File: src/rtl/input_conditioner.sv
`default_nettype none
`timescale 1ns/1ps
// ============================================================================
//  Module   : input_conditioner
//  Purpose  : Synchronises and debounces the start button and switch bus,
//             emits a single start pulse per accepted press, and latches the
//             operand under an op_req/op_ack handshake.
//  Revision : 1.0 - initial release
// ============================================================================
module input_conditioner #(
  parameter int DEBOUNCE_CYCLES = 1000000,
  parameter int DATA_W          = 8
) (
  input  logic              clk,
  input  logic              clr_n,
  input  logic              btn_start,
  input  logic [DATA_W-1:0] sw_data,
  input  logic              op_ack,
  output logic              start_level,
  output logic              start_pulse,
  output logic [DATA_W-1:0] data_live,
  output logic [DATA_W-1:0] operand,
  output logic              op_req,
  output logic [3:0]        dropped_cnt
);

  localparam int              CNT_W    = $clog2(DEBOUNCE_CYCLES) + 1;
  // The counter qualifies on the edge it would otherwise reach DEBOUNCE_CYCLES.
  localparam logic [CNT_W-1:0] CNT_LAST = CNT_W'(DEBOUNCE_CYCLES - 1);
  localparam logic [CNT_W-1:0] CNT_ONE  = CNT_W'(1);

  // Button path state
  logic             btn_sync1;
  logic             btn_s;
  logic             btn_s_prev;
  logic [CNT_W-1:0] btn_cnt;
  logic [CNT_W-1:0] btn_cnt_next;
  logic             btn_deb_next;

  // Switch bus path state (one counter shared by every bit)
  logic [DATA_W-1:0] sw_sync1;
  logic [DATA_W-1:0] sw_s;
  logic [DATA_W-1:0] sw_s_prev;
  logic [CNT_W-1:0]  sw_cnt;
  logic [CNT_W-1:0]  sw_cnt_next;
  logic [DATA_W-1:0] sw_deb_next;

  // Handshake decode
  logic press;
  logic req_kept;

  // Two-flop synchronisers plus the one-cycle-old copy used for change detection
  always_ff @(posedge clk or negedge clr_n) begin
    if (!clr_n) begin
      btn_sync1  <= 1'b0;
      btn_s      <= 1'b0;
      btn_s_prev <= 1'b0;
      sw_sync1   <= '0;
      sw_s       <= '0;
      sw_s_prev  <= '0;
    end else begin
      btn_sync1  <= btn_start;
      btn_s      <= btn_sync1;
      btn_s_prev <= btn_s;
      sw_sync1   <= sw_data;
      sw_s       <= sw_sync1;
      sw_s_prev  <= sw_s;
    end
  end

  // Button qualification: count stable cycles that disagree with the debounced level
  always_comb begin
    btn_cnt_next = btn_cnt + CNT_ONE;
    btn_deb_next = start_level;
    if ((btn_s != btn_s_prev) || (btn_s == start_level)) begin
      btn_cnt_next = '0;
    end else if (btn_cnt == CNT_LAST) begin
      btn_cnt_next = '0;
      btn_deb_next = btn_s;
    end
  end

  // Switch qualification: any bit change restarts the whole bus
  always_comb begin
    sw_cnt_next = sw_cnt + CNT_ONE;
    sw_deb_next = data_live;
    if ((sw_s != sw_s_prev) || (sw_s == data_live)) begin
      sw_cnt_next = '0;
    end else if (sw_cnt == CNT_LAST) begin
      sw_cnt_next = '0;
      sw_deb_next = sw_s;
    end
  end

  // Debounce counters and debounced values
  always_ff @(posedge clk or negedge clr_n) begin
    if (!clr_n) begin
      btn_cnt     <= '0;
      start_level <= 1'b0;
      sw_cnt      <= '0;
      data_live   <= '0;
    end else begin
      btn_cnt     <= btn_cnt_next;
      start_level <= btn_deb_next;
      sw_cnt      <= sw_cnt_next;
      data_live   <= sw_deb_next;
    end
  end

  // A press is the debounced level rising on this edge; an ack on the same
  // edge frees the request slot before the press is judged.
  assign press    = btn_deb_next & ~start_level;
  assign req_kept = op_req & ~op_ack;

  // Request handshake, operand capture and rejected-press counter
  always_ff @(posedge clk or negedge clr_n) begin
    if (!clr_n) begin
      start_pulse <= 1'b0;
      operand     <= '0;
      op_req      <= 1'b0;
      dropped_cnt <= 4'd0;
    end else begin
      start_pulse <= 1'b0;
      if (press && !req_kept) begin
        start_pulse <= 1'b1;
        operand     <= data_live;
        op_req      <= 1'b1;
      end else begin
        op_req <= req_kept;
        if (press && (dropped_cnt != 4'hF)) begin
          dropped_cnt <= dropped_cnt + 4'd1;
        end
      end
    end
  end

endmodule
`default_nettype wire

File: config.mk
export PLATFORM = sky130hd
export DESIGN_NAME = input_conditioner
export DESIGN_NICKNAME = d
export VERILOG_FILES = /design/src/rtl/input_conditioner.sv
export SDC_FILE = /design/constraint.sdc
export NUM_CORES = 1
export LEC_CHECK = 0
export CORE_UTILIZATION = 45
export CTS_BUF_LIST = sky130_fd_sc_hd__clkbuf_8
export DETAILED_ROUTE_END_ITERATION = 8
export PLACE_DENSITY = 0.72
export SYNTH_ARGS = -nofsm -noshare
export SYNTH_HDL_FRONTEND = slang
export SYNTH_SLANG_ARGS = --single-unit
File: constraint.sdc
create_clock -name clk -period 4.7 [get_ports clk]
set_input_delay 1.41 -clock clk [delete_from_list [all_inputs] [get_ports clk]]
set_output_delay 1.41 -clock clk [all_outputs]
set_load 0.01 [all_outputs]
==> key figures <==
Clocking
  – Clock Latency Late Sink: 0.36 ns
  – Post-CTS Setup Repair Bufs: 0
  – # clock sinks: between 90 and 100
  – Number of CTS-inserted buffers: 9
  – CTS tree: done
  – Root buffer cell: clkbuf_8
  – Clock Tree Buf Depth: 2
  – H-tree Lvls: 3
  – Post-CTS sizing: 0
  – Worst-path clk slew: 0.08 ns
  – Hold Buf Count CTS: 0

Yosys
  – Synthesized Nets: 333
  – Mapped cell area: roughly 3800 um2
  – Top cells by area, synth: dfrtp_1 (60%), xor2_1 (8.0%), mux2_2 (5.0%)
  – Yosys Warn Count: 0
  – Asr flop ratio synth: 100%
  – Post-synth top cells: dfrtp_1 (92), nor2_1 (48), xor2_1 (35)
  – Top cell type's share of synthesized area: 60.3%
  – Most frequent cell after synthesis: dfrtp_1
  – Synthesized instance count: about 320
  – Synth area leader: dfrtp_1
  – EDFF count, synth: 0
  – Top FF cell, synth: dfrtp_1
  – Sequential share of the synthesized area: 60.3%
  – #FFs+latches synth: 92
  – Avg Inst Size Synth: 12.0 um2
  – Synth cell types: 37

Setup path
  – R2R Setup Slk: 2.49 ns
  – CP peak stage delay: 0.56 ns
  – CP Data Arrival Time: ~1.3 ns
  – Worst path top cell family by delay: buffers and inverters
  – Critical path type: register to primary output
  – Critical Path RT: 3.29 ns
  – Crit path cell chain: clkdlybuf4s50_1
  – WP buf/inv: 1
  – Startpoint types: register
  – CP max stage cell: clkdlybuf4s50_1
  – Crit-path max FO: 4
  – Setup crit end kind: primary output

Floorplanning
  – Die area: roughly 8900 um2
  – Num ports: 35
  – Die X: 94.1 um
  – Initial core utilization: 46.4%
  – Die height: 94.1 um
  – Row count: 33
  – Core Footprint: between 8000 and 9000 um2

STA
  – Fin. max-slew vios: 0
  – Setup violations, final: 0
  – Minimum clock period after layout: ~2.8 ns
  – Slew at the pin closest to its max-slew limit: 0.904 ns
  – Setup_tns: 0 ns
  – Fin. Hold Viols: 0
  – Rel. slew slack: between 30% and 40%
  – Maximum clock rate: 363 MHz
  – RSZ-0062 raised after global routing: false
  – Final period util: 58.6%
  – Hold slack: 0.345 ns
  – Worst Clk Skew: between 0.01 and 0.015 ns

Place
  – Dpl hpwl: 4500 um
  – Port bufs: 34
  – Placer Congestion: around 0.77

Global route
  – Grt ovf: 0
  – Met2 Use GR: approximately a quarter
  – First-pass GRT wire length: 11200 um
  – Largest net degree at the start of global routing: roughly 70
  – Met1 usage: 22.3%
  – Gr busiest metal: met2
  – Vias in the first global route: roughly 2300
  – Met3 Use GR: around 4.2%
  – Initial antenna violation count: 0
  – Total GRT Usage: 16.6%

Route
  – First DRT Iteration DRCs: 89
  – DRC: 0
  – DRT antenna net count: 0
  – Vias per Instance: 5.14
  – 1st-pass router iterations: 5
  – Routed WL per cell: 13.8 um
  – WL final: about 6500 um
  – Vias: approximately 2400

Cells and area
  – Layout cells sized above 1: 11.8%
  – Flip-flop and latch area: 2300 um2
  – Antenna Cells: 0
  – Filler cells: 714
  – Multi-input logic area: about 1500 um2
  – Nets: 375
  – Area Growth Syn to Fin: 17.6%

Worst hold path
  – Type of the tightest min-delay check: register to register

Power
  – Cell Pwr Density: roughly 320 nW/um2
  – Worst vdd ir: 0.137 mV
  – Leak pwr: 1.93 nW

Run
  – Max Cap Viol: 0

Outcome
  – Status: completed
## layout by cell type, fill, tap and decap left out, types with 2 or more instances in the layout
master            n
dfrtp_1          92
nor2_1           48
xor2_1           35
clkdlybuf4s50_1  33
xnor2_1          21
nand3_1          19
mux2_2           17
nand2_1          16
nand4_1          11
clkbuf_8          9
inv_1             8
nor4_1            6
nor3_1            5
and3_1            4
and4_1            3
ha_1              3
buf_4             3
nor3b_1           2
and2_1            2
or3_1             2
nand4_2           2
nor4b_1           2
o211ai_1          2
clkinvlp_4        2
bufinv_16         2
## cell type report
class | count | share of cell area [%]
sequential | 92 | 51.3
multi-input combinational | 214 | 32.5
clock inverter | 7 | 2.06
timing repair buffer | 36 | 7.86
tap | 105 | 2.93
inverter | 7 | 0.585
clock buffer | 9 | 2.76
## logic make-up after synthesis
kind of cell             Yosys count  synth area share (%)
AO/OA/AOI/OAI                      8                  1.38
XOR/XNOR                          56                  12.9
adder cells (fa/ha/maj)            3                 0.984
buffers and inverters             12                  1.41
flip-flops                        92                  60.3
multiplexers                      17                  5.02
AND/OR/NAND/NOR                  130                  18.0
## power by group
group / switching (mW) / leakage (nW) / internal, mW
logic: 0.0240 / 0.599 / 0.0155
registers: 0.00958 / 1.22 / 0.803
clock network: 0.265 / 0.107 / 0.297
## worst paths after layout
kind,cells past startpoint,start,to
worst min register to register,0,sw_sync1[6],sw_s[6]
worst max register to register,5,sw_s[7],data_live[7]
worst max-delay path,1,data_live[7],data_live[7]
min in group asynchronous,1,clr_n,sw_cnt[9]
worst min-delay path,0,sw_sync1[6],sw_s[6]
max in group asynchronous,2,clr_n,btn_cnt[6]
## metrics by stage
stage          worst slack (ns)  util [%]  power, mW  instance area [um2]  std cells
3_3_place_gp               1.88      52.0      0.869                 4270        454
6_report                   1.95      54.6       1.41                 4490        470
4_1_cts                    1.92      54.6       1.43                 4490        470
5_1_grt                    1.88      54.6       1.48                 4490        470
3_5_place_dp               1.85      52.0      0.870                 4270        454
2_1_floorplan              2.33         -      0.840                 3810        318
## sequential cells by signal (all words and copies together) (netlist names)
register / flops
btn_cnt: 21
btn_s: 1
btn_s_prev: 1
btn_sync1: 1
data_live: 8
dropped_cnt: 4
op_req: 1
operand: 8
start_level: 1
start_pulse: 1
sw_cnt: 21
sw_s: 8
sw_s_prev: 8
sw_sync1: 8
## layer usage
| metal | vias to the layer above | routed length [um] |
|---|---|---|
| li1 | 1162 | - |
| met1 | 1200 | 3170 |
| met2 | 44 | 3030 |
| met3 | 8 | 225 |
| met4 | 0 | 76 |
| met5 | - | 0 |
Note: power is estimated with default switching activity, not from simulation.
